$ cat config.mk
export PLATFORM = sky130hd
export DESIGN_NAME = param_decoder
export DESIGN_NICKNAME = d
export VERILOG_FILES = /design/src/rtl/param_decoder.sv
export SDC_FILE = /design/constraint.sdc
export NUM_CORES = 1
export LEC_CHECK = 0
export CORE_AREA = 2 2 39 41
export DETAILED_ROUTE_END_ITERATION = 8
export DIE_AREA = 0 0 41 43
export DONT_BUFFER_PORTS = 1
export HOLD_SLACK_MARGIN = 0.1
export PLACE_DENSITY = 0.42
export SLEW_MARGIN = 20
export SYNTH_ARGS = -nofsm -noshare
export SYNTH_HDL_FRONTEND = slang
export SYNTH_SLANG_ARGS = --single-unit
$ cat constraint.sdc
create_clock -name clk -period 1.8 [get_ports clk]
set_input_delay 0.36 -clock clk [delete_from_list [all_inputs] [get_ports clk]]
set_output_delay 0.36 -clock clk [all_outputs]
set_load 0.03 [all_outputs]
$ cat src/rtl/param_decoder.sv
// param_decoder: registered one-hot address decoder with hold, plus an optional auto-scan walk.
// The scan port, SCAN state and dwell counter exist only when PARAM_DECODER_SCAN_EN is defined.
module param_decoder #(
  parameter int ADDR_W = 2,
  parameter int DWELL  = 4
) (
  input  logic                 clk,
  input  logic                 rst_n,
  input  logic                 enable,
  input  logic [ADDR_W-1:0]    addr,
  input  logic                 addr_valid,
  output logic                 addr_ready,
`ifdef PARAM_DECODER_SCAN_EN
  input  logic                 scan,
`endif
  output logic [2**ADDR_W-1:0] out,
  output logic                 out_valid,
  output logic [ADDR_W-1:0]    scan_idx
);
  localparam int OUT_W = 2**ADDR_W;
  if (ADDR_W < 1 || ADDR_W > 6 || DWELL < 1 || DWELL > 255) begin : g_bad_param
    $error("param_decoder: ADDR_W or DWELL out of range");
  end
  typedef enum logic [1:0] {
    IDLE,
    HOLD
`ifdef PARAM_DECODER_SCAN_EN
    , SCAN
`endif
  } state_t;
  state_t             r_state;
  logic [OUT_W-1:0]   r_out;
  logic [ADDR_W-1:0]  r_idx;
`ifdef PARAM_DECODER_SCAN_EN
  logic [7:0]         r_cnt;
  assign addr_ready = enable && r_state != SCAN && !scan;
`else
  assign addr_ready = enable;
`endif
  assign out       = r_out;
  assign scan_idx  = r_idx;
  // out is nonzero in exactly the non-IDLE states
  assign out_valid = r_state != IDLE;
  always_ff @(posedge clk or negedge rst_n) begin
    if (!rst_n) begin
      r_state <= IDLE;
      r_out   <= '0;
      r_idx   <= '0;
`ifdef PARAM_DECODER_SCAN_EN
      r_cnt   <= '0;
`endif
    end else if (!enable) begin
      r_state <= IDLE;
      r_out   <= '0;
      r_idx   <= '0;
`ifdef PARAM_DECODER_SCAN_EN
      r_cnt   <= '0;
`endif
    end
`ifdef PARAM_DECODER_SCAN_EN
    else if (scan) begin
      if (r_state != SCAN) begin
        r_state <= SCAN;
        r_out   <= OUT_W'(1);
        r_idx   <= '0;
        r_cnt   <= '0;
      end else if (r_cnt == 8'(DWELL - 1)) begin
        r_cnt   <= '0;
        r_idx   <= r_idx + 1'b1;
        r_out   <= {r_out[OUT_W-2:0], r_out[OUT_W-1]};
      end else begin
        r_cnt   <= r_cnt + 1'b1;
      end
    end else if (r_state == SCAN) begin
      r_state <= IDLE;
      r_out   <= '0;
      r_idx   <= '0;
      r_cnt   <= '0;
    end
`endif
    else if (addr_valid) begin
      r_state <= HOLD;
      r_out   <= OUT_W'(1) << addr;
      r_idx   <= addr;
    end
  end
endmodule

# Word level (Yosys, flattened, before mapping)

Index checks and enable logic that the tools add are counted.

Reduce and logical (&&, ||, !) cells: 1
Multiplexer cells: 6
Eq/ne operators: 1
Shift operators: 1

Operator list:

| operator                                                                | count |
|---|---|
| 2-bit two-way mux                                                       | 4 |
| 4-bit two-way mux                                                       | 2 |
| 1-bit by 2-bit left shift with 4-bit output, first input constant       | 1 |
| 2-bit by 1-bit inequality test with 1-bit output, second input constant | 1 |
| 2-bit nonzero test                                                      | 1 |

Word-level logic and storage cells: 12
Input port bits: 6
Flip-flop bits (word level): 8

# Longest topological paths before layout

Gate-level depths: netlist of the first run.

Word-level depth: 3
Gate-level depth with buffers: 2

# Least setup slack after synthesis of the first run

No wires, ideal clock.

Kind: input -> output
Start point: input port enable
End point: output port addr_ready
Data arrival time: 505 ps
Setup slack: 935 ps
Path buffers: 1
Cell stages on the path: 1
Cell sequence: buf_4

RTL lines:

| what        | line | RTL |
|---|---|---|
| from (decl) | 9    | `input logic enable,` |
| to (decl)   | 12   | `output logic addr_ready,` |

No word-level cell between the ends.

# Worst setup path after layout of the first run

Start point: register r_out[3], in the netlist out[3]
End point: output port out[3]

RTL lines:

| what                   | line | RTL |
|---|---|---|
| from (decl)            | 32   | `logic [OUT_W-1:0] r_out;` |
| from (signal assigned) | 83   | `r_out <= OUT_W'(1) << addr;` |
| to (decl)              | 16   | `output logic [2**ADDR_W-1:0] out,` |

No word-level cell between the ends.

==> qor.yml, run 1 <==
yosysMostFrequentCell: "dfrtp_1"
coreArea_um2: 1384
hold_buffers: 1
startpoint: "out[3]"
pre_cts_ws_ns: 0.9312
antenna_cells: 0
drv_slew: 0
rsz0062_at_grt: "false"
r2r_cells: 1
power_frac_comb: 0.056
finalHoldViolCount: 0
cts_root_buffer: "clkbuf_4"
worstReg2RegEnd: "out[0]"
worstPathMaxFanout: 2
drv_cap: 0
finalSetupTns_ns: 0
fin_crit_sh: 0.6266
pwr-share-seq: 0.537
fmax_ghz: 0.8866
worst-r2r-setup-slack_ns: 0.93
clock_skew_ns: 0
hold_path.class: "primary input to register"
maxSlewHeadroom: 0.7781
grt_pass1_vias: 178
route.detailed.drc: 0
antenna_found_initial: 0
gp_congestion: 0.6800
vias_per_cell: 4.163
end_kind: "primary output"
die_w_um: 41
worstSetupPathDepth: 0
wl_per_cell_um: 14.07
synth-edff-count: 0
firstDrtPassIters: 3
grt_start_max_net_pins: 10
syn_to_final_growth_pct: 16.81
synth_cell_type_count: 12
required_ns: 1.44
setup_slack_ns: 0.6721
switching_power_mw: 0.08451
antenna_left: 0
path_clk_slew_ns: 0.05
netlist.area_leader.share: 0.6034
r2r-start: "out[0]"
crit_type: "register to primary output"
ys.flop_type: "dfrtp_1"
cts_sinks: 7
syn-mean-instance-area_um2: 12.62
finalSetupViolations: 0
clkPwrFrac: 0.407
power-per-cell-area_nw_per_um2: 1014
routed_wl_um: 605
fin_crit_ns: 1.128
grtUsageTotal: 0.08797
synth_cells: 23
p_int_mw: 0.2594
cts_resized: 0
syn-cell-area_um2: 290.3
min-delay-start: "enable"
crit_arrival_ns: 0.77
grt_pass1_wl_um: 945
grt-ovfl-total: 0
cts_tree: "done"
clkLatencyLatePin_ns: 0.24
start_kind: "register"
htreeDepth: 1
fp.dieH_um: 43
fin_nets: 34
switching_share: 0.2457
hpwl_um: 456.3
drive_above_1_share: 0.1481
vias: 179
initial_core_util: 0.2098
row_count: 14
synth_top_area_cell: "dfrtp_1"
p_leak_nw: 0.1499
worst_pin_slew_ns: 0.3318
num_io_pins: 14
nFillCells: 142
synth.area.top_cells: "dfrtp_1 60%, a32o_1 6.9%, o2bb2ai_1 6.0%"
endpoint: "out[3]"
clockBufferDepth: 2
synth-seq-cells: 7
status: "complete, no violations"
floorplan.die_area_um2: 1763
syn-num-nets: 29
synth_warnings: 0
place.port_buffers: 0
ys_seq_area_frac: 0.6034
initialDrtViolationCount: 2
async_flop_share: 1.000
ir_worst_vdd_uv: 234.9
tritoncts.num_buffers: 3
postCtsSetupRepairBufs: 0
[per-stage QoR]
stage,std cells,area (um^2),hold slack (ns),power [mW],utilization
6_report,43,339.1,0.2299,0.3439,0.2450
5_1_grt,43,339.1,0.2191,0.3607,0.2450
2_1_floorplan,23,290.3,0.06441,0.2032,-
4_1_cts,43,339.1,0.2201,0.3534,0.2450
3_5_place_dp,38,302.8,0.06465,0.2025,0.2188
3_3_place_gp,38,302.8,0.06463,0.2019,0.2188
[power groups by stage]
stage,clock network [mW],registers (mW),logic [mW]
after global routing,0.153,0.185,0.0221
after global placement,0,0.188,0.0142
after detailed placement,0,0.188,0.0147
final,0.140,0.185,0.0193
after floorplan,0,0.186,0.0171
after CTS,0.149,0.185,0.0197
[metal layers]
layer | wire length [um] | vias to the layer above | global-route usage
met5 | 0 | - | 0
met4 | 11 | 0 | 0.08000
met3 | 98 | 2 | 0.06806
met2 | 226 | 8 | 0.09063
met1 | 268 | 81 | 0.1086
li1 | - | 88 | -
[worst min-delay path by stage]
stage,end,depth (start not counted)
2_1_floorplan,out[0],0
3_3_place_gp,r_state[0],0
3_5_place_dp,r_state[0],0
4_1_cts,r_state[0],1
5_1_grt,r_state[0],1
6_report,r_state[0],1
[cells in the final DEF (no fill, tap or decap)]
cell	netlist	routed
inv_1	1	1
o21a_1	1	1
a21boi_0	1	1
mux2i_1	1	1
nand2b_1	2	2
a32o_1	2	2
dlygate4sd3_1	0	1
o2bb2ai_1	2	2
nand2_1	2	2
clkbuf_4	0	3
nor2b_2	1	1
nor2b_1	2	2
dfrtp_1	7	7
clkbuf_1	0	1
[layout make-up]
| class | count | area (um^2) | area share |
|---|---|---|---|
| flip-flops and latches | 7 | 175.2 | 0.5166 |
| repair buffers | 1 | 10.01 | 0.02952 |
| well taps | 16 | 20.02 | 0.05904 |
| inverters | 1 | 3.754 | 0.01107 |
| clock buffers | 4 | 26.28 | 0.07749 |
| multi-input cells | 14 | 103.9 | 0.3063 |
[registers in the layout, indices dropped and copies added, names as in the netlist]
register  count
r_state       1
out           4
scan_idx      2
[cell families (layout without fill, tap and decap cells)]
| group | after synthesis | after routing | share of synthesized area |
|---|---|---|---|
| AND/OR/NAND/NOR | 7 | 7 | 0.1422 |
| AO/OA/AOI/OAI | 6 | 6 | 0.1811 |
| multiplexers | 1 | 1 | 0.03448 |
| flip-flops | 7 | 7 | 0.6035 |
| buffers and inverters | 2 | 6 | 0.03879 |
Note: power is estimated with default switching activity, not from simulation.
==> inputs of run 2 (changes only) <==
--- a/config.mk
+++ b/config.mk
@@ -5,12 +5,13 @@
 export SDC_FILE = /design/constraint.sdc
 export NUM_CORES = 1
 export LEC_CHECK = 0
+export ABC_AREA = 1
 export CORE_AREA = 2 2 39 41
 export DETAILED_ROUTE_END_ITERATION = 8
 export DIE_AREA = 0 0 41 43
 export DONT_BUFFER_PORTS = 1
 export HOLD_SLACK_MARGIN = 0.1
-export PLACE_DENSITY = 0.42
+export PLACE_DENSITY = 0.43
 export SLEW_MARGIN = 20
 export SYNTH_ARGS = -nofsm -noshare
 export SYNTH_HDL_FRONTEND = slang
==> constraint.sdc (replaced) <==
create_clock -name clk -period 1.1 [get_ports clk]
set_input_delay 0.22 -clock clk [delete_from_list [all_inputs] [get_ports clk]]
set_output_delay 0.22 -clock clk [all_outputs]
set_load 0.03 [all_outputs]
==> run 2 against run 1 <==
Area after synthesis rose by 3.9%. Critical path type unchanged. Largest cell class unchanged. Combinational power rose to 2.8 times the previous value. Critical path depth did not move. Core utilization rose by 5.9 points. Global-route usage rose by 0.37 points. Largest power group unchanged. Sequential share of layout area fell by 10 points.
==> qor.yml, run 2 <==
status: "complete, no violations"
switching_share: 0.2679  # +0.02215
worst_pin_slew_ns: 0.3551  # +0.02333 ns
initialDrtViolationCount: 9  # +7
crit_arrival_ns: 0.77  # about the same
fin_crit_sh: 0.9029
wl_per_cell_um: 11.51  # -18%
power_frac_comb: 0.090  # +0.034
grt-ovfl-total: 0  # unchanged
tritoncts.num_buffers: 3  # unchanged
synth-edff-count: 0  # unchanged
syn-num-nets: 44  # +52%
yosysMostFrequentCell: "nand2_1"
start_kind: "register"
post-route-util: 0.3038  # +0.05877
synth_common_cells: "14 x nand2_1, 7 x dfrtp_1, 6 x nor2_1"
final_common_cell: "nand2_1"
finalSetupTns_ns: 0  # unchanged
syn_to_final_growth_pct: 39.42
hpwl_um: 481.2  # +5.5%
synth.area.top_cells: "dfrtp_1 58%, nand2_1 17%, nor2_1 7.5%"
coreArea_um2: 1384  # unchanged
finalHoldViolCount: 0  # unchanged
htreeDepth: 1  # unchanged
row_count: 14  # unchanged
clkLatencyLatePin_ns: 0.25  # about the same
switching_power_mw: 0.1599  # +89%
vias_per_cell: 4.077  # -2.1%
fp.dieH_um: 43  # unchanged
syn-cell-area_um2: 301.5  # +3.9%
num_io_pins: 14  # unchanged
end_kind: "primary output"
antenna_found_initial: 0  # unchanged
grt_pass1_vias: 218  # +22%
synth_cells: 38  # +65%
ys_seq_area_frac: 0.5809  # -0.02254
gp_congestion: 0.6576  # -3.3%
clkPwrFrac: 0.404  # -0.003
route.detailed.drc: 0  # unchanged
place.port_buffers: 0  # unchanged
cts_tree: "done"
synth_cell_type_count: 8  # -4
pre_cts_ws_ns: 0.2914  # -0.6398 ns
drv_slew: 0  # unchanged
synth_warnings: 0  # unchanged
nFillCells: 153  # +7.7%
antenna_cells: 0  # unchanged
grt_pass1_wl_um: 959  # +1.5%
final_cell_mix: "14 x nand2_1, 8 x dlygate4sd3_1, 7 x dfrtp_1"
firstDrtPassIters: 4  # +1
routed_wl_um: 748  # +24%
power-per-cell-area_nw_per_um2: 1420  # +40%
finalHoldWorstSlack_ns: 0.1140  # -0.1159 ns
clockBufferDepth: 2  # unchanged
largest_register_ffs: 4  # unchanged
p_leak_nw: 0.2284  # +52%
async_flop_share: 1.000  # unchanged
synth-seq-cells: 7  # unchanged
pwr-share-seq: 0.507  # -0.030
drv_cap: 0  # unchanged
p_int_mw: 0.4369  # +68%
syn-mean-instance-area_um2: 7.935  # -37%
crit_type: "register to primary output"
cts_sinks: 7  # unchanged
grtUsageTotal: 0.09164  # +0.003674
die_w_um: 41  # unchanged
fmax_ghz: 1.007
antenna_left: 0  # unchanged
maxSlewHeadroom: 0.7625  # -0.01560
fin_crit_ns: 0.9932
fin_nets: 56  # +65%
path_clk_slew_ns: 0.05  # about the same
vias: 265  # +48%
setup_slack_ns: 0.1068  # -0.5653 ns
cts_resized: 0  # unchanged
initial_core_util: 0.2179  # +0.008138
synth_top_area_cell: "dfrtp_1"
ys.flop_type: "dfrtp_1"
netlist.area_leader.share: 0.5809  # -0.02254
dpl.cell_count: 53  # +39%
ir_worst_vdd_uv: 302.8  # +29%
hold_buffers: 5  # +4
required_ns: 0.88  # -0.56 ns
clock_skew_ns: 0  # unchanged
finalSetupViolations: 0  # unchanged
final_cells: 65  # +51%
hold_path.class: "primary input to register"
drive_above_1_share: 0.08163  # -0.06652
cts_root_buffer: "clkbuf_4"
rsz0062_at_grt: "false"
worstPathMaxFanout: 2  # unchanged
floorplan.die_area_um2: 1763  # unchanged
grt_start_max_net_pins: 8  # -2
postCtsSetupRepairBufs: 0  # unchanged
run 2: cell types whose count changed in the layout (fill, tap and decap cells not counted), moves of 2 or more:
cell           change
nand2_1           +12
dlygate4sd3_1      +7
nor2_1             +6
nand3_1            +4
inv_1              +3
a32o_1             -2
nand2b_1           -2
nor2b_1            -2
o2bb2ai_1          -2
run 2: power by group through the flow:
stage               combinational, mW  clock [mW]  sequential, mW
floorplan                      0.0281           0           0.305
global placement               0.0251           0           0.307
detailed placement             0.0249           0           0.307
CTS                            0.0448       0.255           0.303
global route                   0.0600       0.274           0.304
finish                         0.0534       0.241           0.302
run 2: worst paths after layout:
path,start,endpoint,slack [ns],depth (start not counted)
max,out[0],out[0],0.11,0
min,addr[0],out[2],0.11,3
max reg2reg,out[3],out[3],0.29,2
min reg2reg,scan_idx[0],scan_idx[0],0.68,2
max in group asynchronous,rst_n,scan_idx[0],0.54,1
min in group asynchronous,rst_n,out[3],0.31,1
run 2: logic make-up after synthesis:
family / share of synthesized area
compound gates: 0.01658
buf+inv: 0.08712
flops: 0.5809
simple gates: 0.3153
run 2: per-layer routing:
metal  wire (um)  track usage  share of wire  vias up
met4          14       0.1000          0.019        0
met2         313      0.09688           0.42       15
li1            -            -              -      135
met1         351       0.1136           0.47      113
met3          68      0.05236          0.091        2
met5           0            0              0        -
run 2: final cells by class:
| class | count | area (um^2) | area share |
|---|---|---|---|
| clock buffer | 4 | 26.28 | 0.06250 |
| sequential | 7 | 175.2 | 0.4167 |
| timing repair buffer | 8 | 80.08 | 0.1905 |
| inverter | 5 | 18.77 | 0.04464 |
| multi-input combinational | 25 | 100.1 | 0.2381 |
| tap | 16 | 20.02 | 0.04762 |
run 2: tightest hold or removal path, delay by kind of cell:
| kind | cells | cell delay (ns) |
|---|---|---|
| simple gates | 3 | 0.11 |
run 2: stage by stage:
| stage | area, um^2 | total power, mW |
|---|---|---|
| after CTS | 390.4 | 0.6029 |
| final | 420.4 | 0.5968 |
| after floorplan | 301.5 | 0.3332 |
| after detailed placement | 314.1 | 0.3323 |
| after global placement | 314.1 | 0.3323 |
| after global routing | 420.4 | 0.6373 |
==> inputs of run 3 (changes only) <==
--- a/config.mk
+++ b/config.mk
@@ -12,6 +12,7 @@
 export DONT_BUFFER_PORTS = 1
 export HOLD_SLACK_MARGIN = 0.1
 export PLACE_DENSITY = 0.43
+export REMOVE_ABC_BUFFERS = 1
 export SLEW_MARGIN = 20
 export SYNTH_ARGS = -nofsm -noshare
 export SYNTH_HDL_FRONTEND = slang
==> run 3 against run 2 <==
Final cell count is 6.2% lower. First-iteration DRC count is 67% lower. Core utilization is 2.9 points lower. Wire length is 15% lower. Critical path depth stayed put. Die area stayed put. Setup slack better by 0.011 ns. Highest routed layer unchanged.
==> qor.yml, run 3 (synthesis gave the netlist of run 2 again) <==
vias_per_cell: 3.967  # -2.7%
row_count: 14  # unchanged
routed_wl_um: 633  # -15%
tritoncts.num_buffers: 3  # unchanged
hpwl_um: 469  # -2.5%
floorplan.die_area_um2: 1763  # unchanged
maxSlewHeadroom: 0.7801  # +0.01760
initial_core_util: 0.2179  # unchanged
fin_crit_sh: 0.8925  # -0.01039
fin_crit_ns: 0.9818  # -0.01143 ns
final_common_cell: "nand2_1"
grt-ovfl-total: 0  # unchanged
antenna_left: 0  # unchanged
required_ns: 0.88  # about the same
status: "complete, no violations"
place.port_buffers: 0  # unchanged
fin_nets: 52  # -7.1%
path_clk_slew_ns: 0.05  # about the same
initialDrtViolationCount: 3  # -6
power-per-cell-area_nw_per_um2: 1501  # +5.8%
wl_per_cell_um: 10.38  # -9.8%
worstSetupPathDepth: 0  # unchanged
cts_tree: "done"
fmax_ghz: 1.019  # +1.2%
rsz0062_at_grt: "false"
final_cell_mix: "14 x nand2_1, 7 x dfrtp_1, 6 x nor2_1"
antenna_cells: 0  # unchanged
num_io_pins: 14  # unchanged
crit_arrival_ns: 0.76  # about the same
syn_to_final_growth_pct: 26.14
firstDrtPassIters: 4  # unchanged
end_kind: "primary output"
whs_path_depth: 2  # -1
worstPathMaxFanout: 2  # unchanged
grt_pass1_vias: 245  # +12%
route.detailed.drc: 0  # unchanged
worst-r2r-setup-slack_ns: 0.29  # about the same
finalSetupViolations: 0  # unchanged
grt_pass1_wl_um: 972  # +1.4%
cts_root_buffer: "clkbuf_4"
ir_worst_vdd_uv: 376.9  # +24%
postCtsSetupRepairBufs: 0  # unchanged
cts_sinks: 7  # unchanged
antenna_found_initial: 0  # unchanged
worst_pin_slew_ns: 0.3288  # -0.02631 ns
p_leak_nw: 0.2117  # -7.3%
crit_type: "register to primary output"
start_kind: "register"
total_power_mw: 0.5710  # -4.3%
drv_slew: 0  # unchanged
vias: 242  # -8.7%
nFillCells: 160  # +4.6%
coreArea_um2: 1384  # unchanged
drive_above_1_share: 0.08889  # +0.007256
r2r_cells: 2  # unchanged
gp_congestion: 0.6281  # -4.5%
finalSetupTns_ns: 0  # unchanged
clockBufferDepth: 2  # unchanged
htreeDepth: 1  # unchanged
dpl.cell_count: 53  # unchanged
grt_start_max_net_pins: 8  # unchanged
die_w_um: 41  # unchanged
final_cells: 61  # -6.2%
grtUsageTotal: 0.09146  # -0.0001842
finalHoldViolCount: 0  # unchanged
fp.dieH_um: 43  # unchanged
clock_skew_ns: 0  # unchanged
hold_path.class: "primary input to register"
drv_cap: 0  # unchanged
clkLatencyLatePin_ns: 0.24  # about the same
largest_register_ffs: 4  # unchanged
## run 3: where the power goes
group	leakage, nW	switching (mW)	internal, mW
sequential	0.0937	0.0329	0.270
clock	0.0150	0.0901	0.138
combinational	0.103	0.0211	0.0191
total	0.212	0.144	0.427
## run 3: repair_timing
item                       CTS  global route
setup endpoints to repair    0             0
hold buffers                 4             0
resized for setup            0             0
hold endpoints to repair    10             0
## run 3: stage by stage
step                      cell area (um^2)  hold slack, ns  worst slack [ns]  utilization
final                                380.4          0.1084            0.1182       0.2749
after global routing                 380.4          0.1035           0.07442       0.2749
after CTS                            380.4          0.1048           0.09975       0.2749
after detailed placement             314.1        -0.07542            0.2986       0.2269
after global placement               314.1        -0.07544            0.3084       0.2269
after floorplan                      294.0        -0.07559            0.3222            -
## run 3: worst paths after layout
check,from,endpoint
worst max-delay path,scan_idx[0],scan_idx[0]
worst min-delay path,addr_valid,r_state[0]
worst max register to register,out[3],out[3]
worst min register to register,scan_idx[0],scan_idx[0]
max in group asynchronous,rst_n,out[0]
min in group asynchronous,rst_n,out[3]
## run 3: area by class of cell
| class | instances | area [um^2] | share of cell area |
|---|---|---|---|
| flip-flops and latches | 7 | 175.2 | 0.4605 |
| well taps | 16 | 20.02 | 0.05263 |
| clock buffers | 4 | 26.28 | 0.06908 |
| inverters | 5 | 18.77 | 0.04934 |
| multi-input cells | 25 | 100.1 | 0.2632 |
| repair buffers | 4 | 40.04 | 0.1053 |
## run 3: metal layers
layer | vias up | wire [um] | GRT usage
met4 | 0 | 22 | 0.1400
li1 | 128 | - | -
met1 | 97 | 277 | 0.1032
met2 | 15 | 268 | 0.1000
met3 | 2 | 64 | 0.03141
met5 | - | 0 | 0
